===== config.mk =====
export PLATFORM = sky130hd
export DESIGN_NAME = lpc_decode_synth_flat
export DESIGN_NICKNAME = d
export VERILOG_FILES = /design/src/rtl/lpc_decode_synth_if.sv /design/src/rtl/lpc_decode_synth.sv /design/src/flat_wrapper.sv
export SDC_FILE = /design/constraint.sdc
export NUM_CORES = 1
export LEC_CHECK = 0
export BUFFER_PORTS_ARGS = -buffer_cell sky130_fd_sc_hd__buf_4
export CORE_MARGIN = 2
export CORE_UTILIZATION = 55
export DETAILED_ROUTE_END_ITERATION = 10
export GPL_TIMING_DRIVEN = 0
export PLACE_DENSITY = 0.72
export SKIP_LAST_GASP = 1
export SLEW_MARGIN = 0
export SYNTH_ARGS = -nofsm -noshare
export SYNTH_HDL_FRONTEND = slang
export SYNTH_SLANG_ARGS = --single-unit

===== constraint.sdc =====
create_clock -name i_clk -period 11.2 [get_ports i_clk]
set_input_delay 1.12 -clock i_clk [delete_from_list [all_inputs] [get_ports i_clk]]
set_output_delay 1.12 -clock i_clk [all_outputs]
set_load 0.02 [all_outputs]

===== src/rtl/lpc_decode_synth_if.sv =====
// lpc_decode_synth_if -- bus bundle for the LPC synthesis engine.
//   start/clear_state/ready : frame request handshake
//   a_raddr/a_rdata         : coefficient memory (sync read, 1-cycle latency)
//   e_raddr/e_rdata         : residual memory (sync read, 1-cycle latency)
//   y_waddr/y_wdata/y_we    : reconstructed-sample write port
// slave = engine side, master = controller/memory side.
interface lpc_decode_synth_if #(
  parameter int ORDER     = 10,
  parameter int FRAME_LEN = 160,
  parameter int DATA_W    = 16,
  parameter int COEF_W    = 16
);
  localparam int AAW = $clog2(ORDER + 1);
  localparam int EAW = $clog2(FRAME_LEN);

  logic              start;
  logic              clear_state;
  logic              ready;
  logic [AAW-1:0]    a_raddr;
  logic [COEF_W-1:0] a_rdata;
  logic [EAW-1:0]    e_raddr;
  logic [DATA_W-1:0] e_rdata;
  logic [EAW-1:0]    y_waddr;
  logic [DATA_W-1:0] y_wdata;
  logic              y_we;

  modport slave (
    input  start, clear_state, a_rdata, e_rdata,
    output ready, a_raddr, e_raddr, y_waddr, y_wdata, y_we
  );

  modport master (
    output start, clear_state, a_rdata, e_rdata,
    input  ready, a_raddr, e_raddr, y_waddr, y_wdata, y_we
  );
endinterface


===== src/rtl/lpc_decode_synth.sv =====
// lpc_decode_synth -- all-pole LPC synthesis filter, y[n] = e[n] - sum a[k]*y[n-k],
// one shared MAC, one sample every ORDER+2 cycles. Filter history survives
// across frames unless clear_state accompanies an accepted start.
//   i_clk   : clock, rising edge
//   i_rst_n : asynchronous active-low reset
//   bus     : lpc_decode_synth_if.slave (handshake, coef/residual reads, output writes)
module lpc_decode_synth #(
  parameter int ORDER     = 10,
  parameter int FRAME_LEN = 160,
  parameter int DATA_W    = 16,
  parameter int COEF_W    = 16,
  parameter int COEF_FRAC = 12,
  parameter int ACC_W     = 40
) (
  input  logic                 i_clk,
  input  logic                 i_rst_n,
  lpc_decode_synth_if.slave    bus
);
  localparam int AAW = $clog2(ORDER + 1);
  localparam int EAW = $clog2(FRAME_LEN);
  localparam int PW  = COEF_W + DATA_W;

  localparam logic signed [ACC_W-1:0] SAT_MAX = {{(ACC_W-DATA_W+1){1'b0}}, {(DATA_W-1){1'b1}}};
  localparam logic signed [ACC_W-1:0] SAT_MIN = {{(ACC_W-DATA_W+1){1'b1}}, {(DATA_W-1){1'b0}}};
  localparam logic signed [ACC_W-1:0] RND     = ACC_W'(1) << (COEF_FRAC - 1);

  typedef enum logic [1:0] {S_IDLE, S_FETCH, S_MAC, S_WRITE} state_t;

  state_t                   r_state, w_next;
  logic [EAW-1:0]           r_n;
  logic [AAW-1:0]           r_k;
  logic signed [ACC_W-1:0]  r_acc;
  logic signed [DATA_W-1:0] r_hist [ORDER];   // r_hist[i] = y[n-1-i]

  logic [AAW-1:0]           w_hidx;
  logic signed [DATA_W-1:0] w_h;
  logic signed [PW-1:0]     w_prod;
  logic signed [ACC_W-1:0]  w_prod_x, w_e_q, w_acc_base, w_rnd, w_shr;
  logic signed [DATA_W-1:0] w_y;

  // MAC datapath: the k=1 step seeds the accumulator with the scaled residual
  // instead of the running sum.
  always_comb begin
    w_hidx     = r_k - 1'b1;
    w_h        = r_hist[w_hidx];
    w_prod     = $signed(bus.a_rdata) * w_h;
    w_prod_x   = {{(ACC_W-PW){w_prod[PW-1]}}, w_prod};
    w_e_q      = {{(ACC_W-DATA_W-COEF_FRAC){bus.e_rdata[DATA_W-1]}}, bus.e_rdata, {COEF_FRAC{1'b0}}};
    w_acc_base = (r_k == AAW'(1)) ? w_e_q : r_acc;
  end

  // Round half up, arithmetic shift back to integer, clamp to DATA_W.
  always_comb begin
    w_rnd = r_acc + RND;
    w_shr = w_rnd >>> COEF_FRAC;
    if (w_shr > SAT_MAX)      w_y = SAT_MAX[DATA_W-1:0];
    else if (w_shr < SAT_MIN) w_y = SAT_MIN[DATA_W-1:0];
    else                      w_y = w_shr[DATA_W-1:0];
  end

  always_ff @(posedge i_clk or negedge i_rst_n) begin
    if (!i_rst_n) r_state <= S_IDLE;
    else          r_state <= w_next;
  end

  always_comb begin
    w_next       = r_state;
    bus.ready    = 1'b0;
    bus.a_raddr  = '0;
    bus.e_raddr  = '0;
    bus.y_waddr  = '0;
    bus.y_wdata  = '0;
    bus.y_we     = 1'b0;
    case (r_state)
      S_IDLE: begin
        bus.ready = 1'b1;
        if (bus.start) w_next = S_FETCH;
      end
      S_FETCH: begin
        bus.e_raddr = r_n;
        bus.a_raddr = AAW'(1);
        w_next      = S_MAC;
      end
      S_MAC: begin
        // prefetch a[k+1]; park at 0 after the last tap
        bus.a_raddr = (r_k < AAW'(ORDER)) ? r_k + 1'b1 : '0;
        if (r_k == AAW'(ORDER)) w_next = S_WRITE;
      end
      S_WRITE: begin
        bus.y_we    = 1'b1;
        bus.y_waddr = r_n;
        bus.y_wdata = w_y;
        w_next      = (r_n == EAW'(FRAME_LEN - 1)) ? S_IDLE : S_FETCH;
      end
      default: w_next = S_IDLE;
    endcase
  end

  always_ff @(posedge i_clk or negedge i_rst_n) begin
    if (!i_rst_n) begin
      r_n   <= '0;
      r_k   <= '0;
      r_acc <= '0;
      for (int i = 0; i < ORDER; i++) r_hist[i] <= '0;
    end else begin
      case (r_state)
        S_IDLE: begin
          r_n <= '0;
          if (bus.start && bus.clear_state)
            for (int i = 0; i < ORDER; i++) r_hist[i] <= '0;
        end
        S_FETCH: r_k <= AAW'(1);
        S_MAC: begin
          r_acc <= w_acc_base - w_prod_x;
          r_k   <= r_k + 1'b1;
        end
        S_WRITE: begin
          for (int i = ORDER - 1; i > 0; i--) r_hist[i] <= r_hist[i-1];
          r_hist[0] <= w_y;
          r_n       <= r_n + 1'b1;
        end
        default: ;
      endcase
    end
  end
endmodule

===== src/flat_wrapper.sv =====
// flat-port wrapper written by rule: the top's interface ports become plain ports
module lpc_decode_synth_flat 
#(
  parameter int ORDER     = 10,
  parameter int FRAME_LEN = 160,
  parameter int DATA_W    = 16,
  parameter int COEF_W    = 16,
  parameter int COEF_FRAC = 12,
  parameter int ACC_W     = 40
)
  (i_clk, i_rst_n, bus_start, bus_clear_state, bus_a_rdata, bus_e_rdata, bus_ready, bus_a_raddr, bus_e_raddr, bus_y_waddr, bus_y_wdata, bus_y_we);
  lpc_decode_synth_if #(.ORDER(ORDER), .FRAME_LEN(FRAME_LEN), .DATA_W(DATA_W), .COEF_W(COEF_W)) bus_i ();
  input  logic i_clk;
  input  logic i_rst_n;
  input wire logic [$bits(bus_i.start)-1:0] bus_start;
  input wire logic [$bits(bus_i.clear_state)-1:0] bus_clear_state;
  input wire logic [$bits(bus_i.a_rdata)-1:0] bus_a_rdata;
  input wire logic [$bits(bus_i.e_rdata)-1:0] bus_e_rdata;
  output wire logic [$bits(bus_i.ready)-1:0] bus_ready;
  output wire logic [$bits(bus_i.a_raddr)-1:0] bus_a_raddr;
  output wire logic [$bits(bus_i.e_raddr)-1:0] bus_e_raddr;
  output wire logic [$bits(bus_i.y_waddr)-1:0] bus_y_waddr;
  output wire logic [$bits(bus_i.y_wdata)-1:0] bus_y_wdata;
  output wire logic [$bits(bus_i.y_we)-1:0] bus_y_we;
  assign bus_i.start = bus_start;
  assign bus_i.clear_state = bus_clear_state;
  assign bus_i.a_rdata = bus_a_rdata;
  assign bus_i.e_rdata = bus_e_rdata;
  assign bus_ready = bus_i.ready;
  assign bus_a_raddr = bus_i.a_raddr;
  assign bus_e_raddr = bus_i.e_raddr;
  assign bus_y_waddr = bus_i.y_waddr;
  assign bus_y_wdata = bus_i.y_wdata;
  assign bus_y_we = bus_i.y_we;
  lpc_decode_synth #(.ORDER(ORDER), .FRAME_LEN(FRAME_LEN), .DATA_W(DATA_W), .COEF_W(COEF_W), .COEF_FRAC(COEF_FRAC), .ACC_W(ACC_W)) u_core (.i_clk(i_clk), .i_rst_n(i_rst_n), .bus(bus_i));
endmodule

Word level (Yosys, flattened, before mapping)

Cells that the tools add are included.

Flip-flop bits (word level): 214
Latch bits: 0
Bits in writable memories: 0
ROM bits: 0
Memories kept: 0

Add/subtract/negate cells: 5
$mul: 1
Divide/modulo/power cells: 0
$lt $le $gt $ge: 4
Eq/ne operators: 9
Shift-type cells: 0
Muxes and demuxes: 21
Bitwise gates (word level): 1
Reduce and logical (&&, ||, !) cells: 6

Operator list:

| operator                                                                          | number |
|---|---|
| 160-bit case mux with 2 select lines                                              | 1 |
| 160-bit two-way mux                                                               | 1 |
| 16-bit two-way mux                                                                | 5 |
| 16-bit binary-select mux with 4-bit select                                        | 1 |
| 40-bit by 13-bit adder with 40-bit output, second input constant                  | 1 |
| 40-bit two-way mux                                                                | 1 |
| 40-bit by 32-bit subtractor with 40-bit output                                    | 1 |
| 16-bit by 16-bit multiplier with 32-bit output                                    | 1 |
| 28-bit by 16-bit greater-than comparator with 1-bit output, second input constant | 1 |
| 28-bit by 16-bit less-than comparator with 1-bit output, second input constant    | 1 |
| 8-bit two-way mux                                                                 | 2 |
| 4-bit case mux with 2 select lines                                                | 2 |
| 8-bit case mux with 2 select lines                                                | 1 |
| 8-bit by 1-bit adder with 8-bit output, second input constant                     | 1 |
| 8-bit equality test, second input constant                                        | 1 |
| 2-bit case mux with 4 select lines                                                | 1 |
| 5-bit greater-or-equal comparator, second input constant                          | 1 |
| 4-bit inverter with 5-bit output                                                  | 1 |
| 4-bit by 1-bit adder with 4-bit output, second input constant                     | 1 |
| 2-bit equality test, second input constant                                        | 2 |
| 4-bit by 1-bit equality test with 1-bit output, second input constant             | 1 |
| 4-bit equality test, second input constant                                        | 1 |
| 4-bit less-than comparator, second input constant                                 | 1 |
| 2-bit two-way mux                                                                 | 2 |
| other kinds (10)                                                                  | 15 |

Depth between registers and ports, before layout

Depth after elaboration: 7
Mapped depth: 38

Worst setup path before layout

Ideal clock, no wire load.

Path type: flip-flop to flip-flop
Start: reg u_core.r_k[0]
End: reg u_core.r_acc[36]
Data arrival time: 9231 ps
Data required time: 11075 ps
Setup slack: 1844 ps
Cell stages (with the launch flop): 36
Path buffers: 8
Period minus slack after synthesis: 9356 ps
Path through: dfrtp_1 buf_2 buf_2 buf_2 buf_1 inv_1 ha_1 buf_6 buf_1 buf_2 mux4_2 mux2i_1 o21ai_0 clkbuf_1 nand2_1 inv_1 fa_1 fa_1 fa_1 inv_1 fa_1 fa_1 inv_1 fa_1 inv_1 ha_1 a21o_1 a21o_1 a21o_1 nand3_1 nand3_1 a22o_1 a211oi_1 o31ai_1 xnor2_1 mux2_2

Cells in the longest elaborated chain, start to end: 7

RTL lines:

| item                                                   | RTL line                | RTL |
|---|---|---|
| from (decl)                                            | lpc_decode_synth.sv:31  | `logic [AAW-1:0] r_k;` |
| from (signal assigned)                                 | lpc_decode_synth.sv:115 | `r_k <= r_k + 1'b1;` |
| 4-bit by 1-bit subtractor with 4-bit output            | lpc_decode_synth.sv:44  | `w_hidx = r_k - 1'b1;` |
| 4-bit inverter with 5-bit output (implied by the code) | lpc_decode_synth.sv:45  | `w_h = r_hist[w_hidx];` |
| 16-bit binary-select mux with 4-bit select             | lpc_decode_synth.sv:45  |  |
| 16-bit two-way mux (implied by the code) (2 in series) | lpc_decode_synth.sv:45  |  |
| 16-bit by 16-bit multiplier with 32-bit output         | lpc_decode_synth.sv:46  | `w_prod = $signed(bus.a_rdata) * w_h;` |
| 40-bit by 32-bit subtractor with 40-bit output (*)     | lpc_decode_synth.sv:114 | `r_acc <= w_acc_base - w_prod_x;` |
| to (signal assigned)                                   | lpc_decode_synth.sv:114 |  |
| to (decl)                                              | lpc_decode_synth.sv:32  | `logic signed [ACC_W-1:0] r_acc;` |

Mark *: on every way between the ends. The rest lies on a longest branch, timed or not. The select of a mux whose other input is x is not followed.
A chain may end at the register's enable or synchronous reset.

Worst setup path after layout

Ends and elaborated chain as after synthesis.

==> results.md <==
* Sequential area share after synthesis at 22.3%
* Actual slew at the worst max-slew pin at roughly 1.3 ns
* Gate Count Post-Synth at about 2,600
* Critical path endpoint category: flop
* # rows at 76
* Pre-antenna DRT Iters at 5
* DR top layer: met4
* DR WL/cell at ~19 µm
* Die width at between 200 and 250 µm
* Die Height at roughly 210 µm
* Die area at 45,300 µm²
* Syn Area/Cell at around 9.2 µm²
* Routed vias at roughly 18,000
* Num CTS Buffers at 25
* Hold depth at 2
* Vias in the first global route at a little under 20,000
* Number of flops mapped to enable cells by yosys at 0
* Worst skew pair latency at around 0.52 ns
* Area of the core at around 43,000 µm²
* Worst Setup Path Type: reg2reg
* Multi-input combinational cell area at 16,600 µm²
* Grt ovf at 0
* Distinct cell type count after synthesis at slightly above 70
* Setup violators final at 0
* Unrepaired setup endpoints after global routing: false
* FF+latch area at approximately 5400 µm²
* CP dominant cell by count: fa_1
* CP Max Fanout at 10
* Starting Density at ~56%
* DR WL met2 at 29,200 µm
* GP Congestion at approximately 0.92
* Fmax at approximately 0.094 GHz
* Synth area leader: fa_1
* Metal3 WL at 4690 µm
* Slew headroom at 16.2%
* Hpwl dp at roughly 53,000 µm
* First-pass GRT wire length at ~110,000 µm
* Worst path slowest cell: fa_1
* Post-synth top area share at between 20% and 30%
* Total Wirelength at 63,600 µm
* Final nets at about 3,200
* Top-count cell post-synth: nand2_1
* Post-synthesis register bit count at between 200 and 250
* Fin. max-slew vios at 0
* Post-route DRC at 0
* Number of max-cap violations at 0
* CTS max path bufs at 3
* CTS root buf: clkbuf_16
* Outcome: finished clean
* Diode count at 0
* Clock Sinks at roughly 210
* I/O Buffers at just over 70
* Mapped Area at roughly 24,000 µm²
* Tmin final at 10.63 ns
* Layout area overhead at 9.32%
* Hold Crit Class: reg2reg
* Vias/cell at about 5.6
* Top_reg_cell synth: dfrtp_1
* Top post-synthesis cells by count: 499 x nand2_1, 407 x inv_1, 344 x fa_1
* Crit start category: flop
* CTS tree: built
* Final worst-path cycle share at a little over nine tenths
* Fill count at approximately 3,700
* Reg2Reg Depth at 35
* Ports at 74
* Ys Warns at 0
* Initial DRC Count at between 1,500 and 2,000
* Clk_skew at between 0.01 and 0.015 ns
* Post-Route M1 WL at between 20,000 and 30,000 µm
* Top post-synthesis cells by area: fa_1 29%, dfrtp_1 22%, nand2_1 7.8%
* WP data arrival at between 10 and 15 ns
* Ys async rst share at 100%
* Final setup TNS at 0 ns
* Final hold violations at 0
* Post-route ant nets at 0
* Slowest stage delay, CP at approximately 0.71 ns
* Worst Path Required at 11.61 ns
* GRT Util Overall at a little under a third
* H-tree depth at 1
* Largest net degree at the start of global routing at roughly 120
* Layout cell share with drive strength beyond 1 at 8.94%
* Clock transition at path regs at ~0.06 ns
* Initial antenna violation count at 0
* Syn nets at about 3,100
-- cell usage in the layout, fill, tap and decap left out, types with 49 or more instances in the layout --
master    netlist  final
buf_4           2     76
nor2_1         61     61
ha_1          108    108
nand2_1       499    498
and2_1        147    147
nand3_1       183    183
clkbuf_1      116    111
a21oi_1        65     64
o21ai_0        56     49
dfrtp_1       214    214
fa_1          344    343
inv_1         407    406
-- per-layer routing --
metal,GRT usage (%),up-vias
met2,47.9,672
met5,0,-
met1,42.9,9202
met4,9.40,0
met3,4.49,106
li1,-,8437
-- path summary, 6_finish.rpt --
path,startpoint,end,slack (ns)
worst min-delay path,u_core.r_hist[1],u_core.r_hist[1],0.47
max in group asynchronous,i_rst_n,u_core.r_n[4],9.50
worst min register to register,u_core.r_hist[1],u_core.r_hist[1],0.47
worst max-delay path,u_core.r_k[0],u_core.r_acc[36],0.57
min in group asynchronous,i_rst_n,u_core.r_hist[5],0.68
worst max register to register,u_core.r_k[0],u_core.r_acc[36],0.57
-- repair_timing --
action / 4_1_cts / 5_1_grt
pin swaps: 0 / 2
gates resized for setup: 28 / 18
hold buffers: 0 / 0
endpoints found under the setup margin: 23 / 12
setup buffers: 0 / 1
-- stage by stage --
stage | cell area (µm²) | hold slack [ns] | setup WS (ns) | utilization [%] | cells
after floorplan | 24000 | 0.435 | 1.84 | - | 2614
after detailed placement | 25300 | 0.455 | -1.42 | 58.7 | 3274
after global routing | 26200 | 0.499 | 0.0705 | 60.8 | 3314
after global placement | 25200 | 0.449 | -1.26 | 58.6 | 3271
after CTS | 26200 | 0.468 | 0.000508 | 60.8 | 3316
final | 26200 | 0.466 | 0.567 | 60.8 | 3314
-- sequential cells by signal (all words and copies together) (netlist names) --
signal and cells:
u_core.r_acc 40, u_core.r_hist 160, u_core.r_k 4, u_core.r_n 8, u_core.r_state 2
-- worst max-delay path, delay by kind of cell (launching register included) --
family	cells	cell delay (ns)
AOI/OAI and AO/OA	8	1.77
xor gates and xnor gates	1	0.18
adders and majority gates	8	4.02
buffers and inverters	13	2.80
DFF	1	0.37
muxes	3	0.99
and+or+nand+nor	2	0.35
-- cell families after synthesis --
family | share of synthesized area (%)
flops | 22.3
fa+ha+maj | 34.4
compound gates | 6.81
xor+xnor | 2.49
buf+inv | 8.64
mux | 6.54
simple gates | 18.8
-- final cells by class --
cell class | instances | share of cell area (%)
Sequential cell | 214 | 20.4
Multi-Input combinational cell | 1856 | 63.6
Buffer | 131 | 2.06
Inverter | 408 | 5.86
Clock buffer | 34 | 2.67
Timing Repair Buffer | 76 | 2.28
Clock inverter | 10 | 0.339
Tap cell | 585 | 2.79
Power is not shown: default switching activity piles up to over one toggle a cycle in this logic, so the estimate is an artifact.
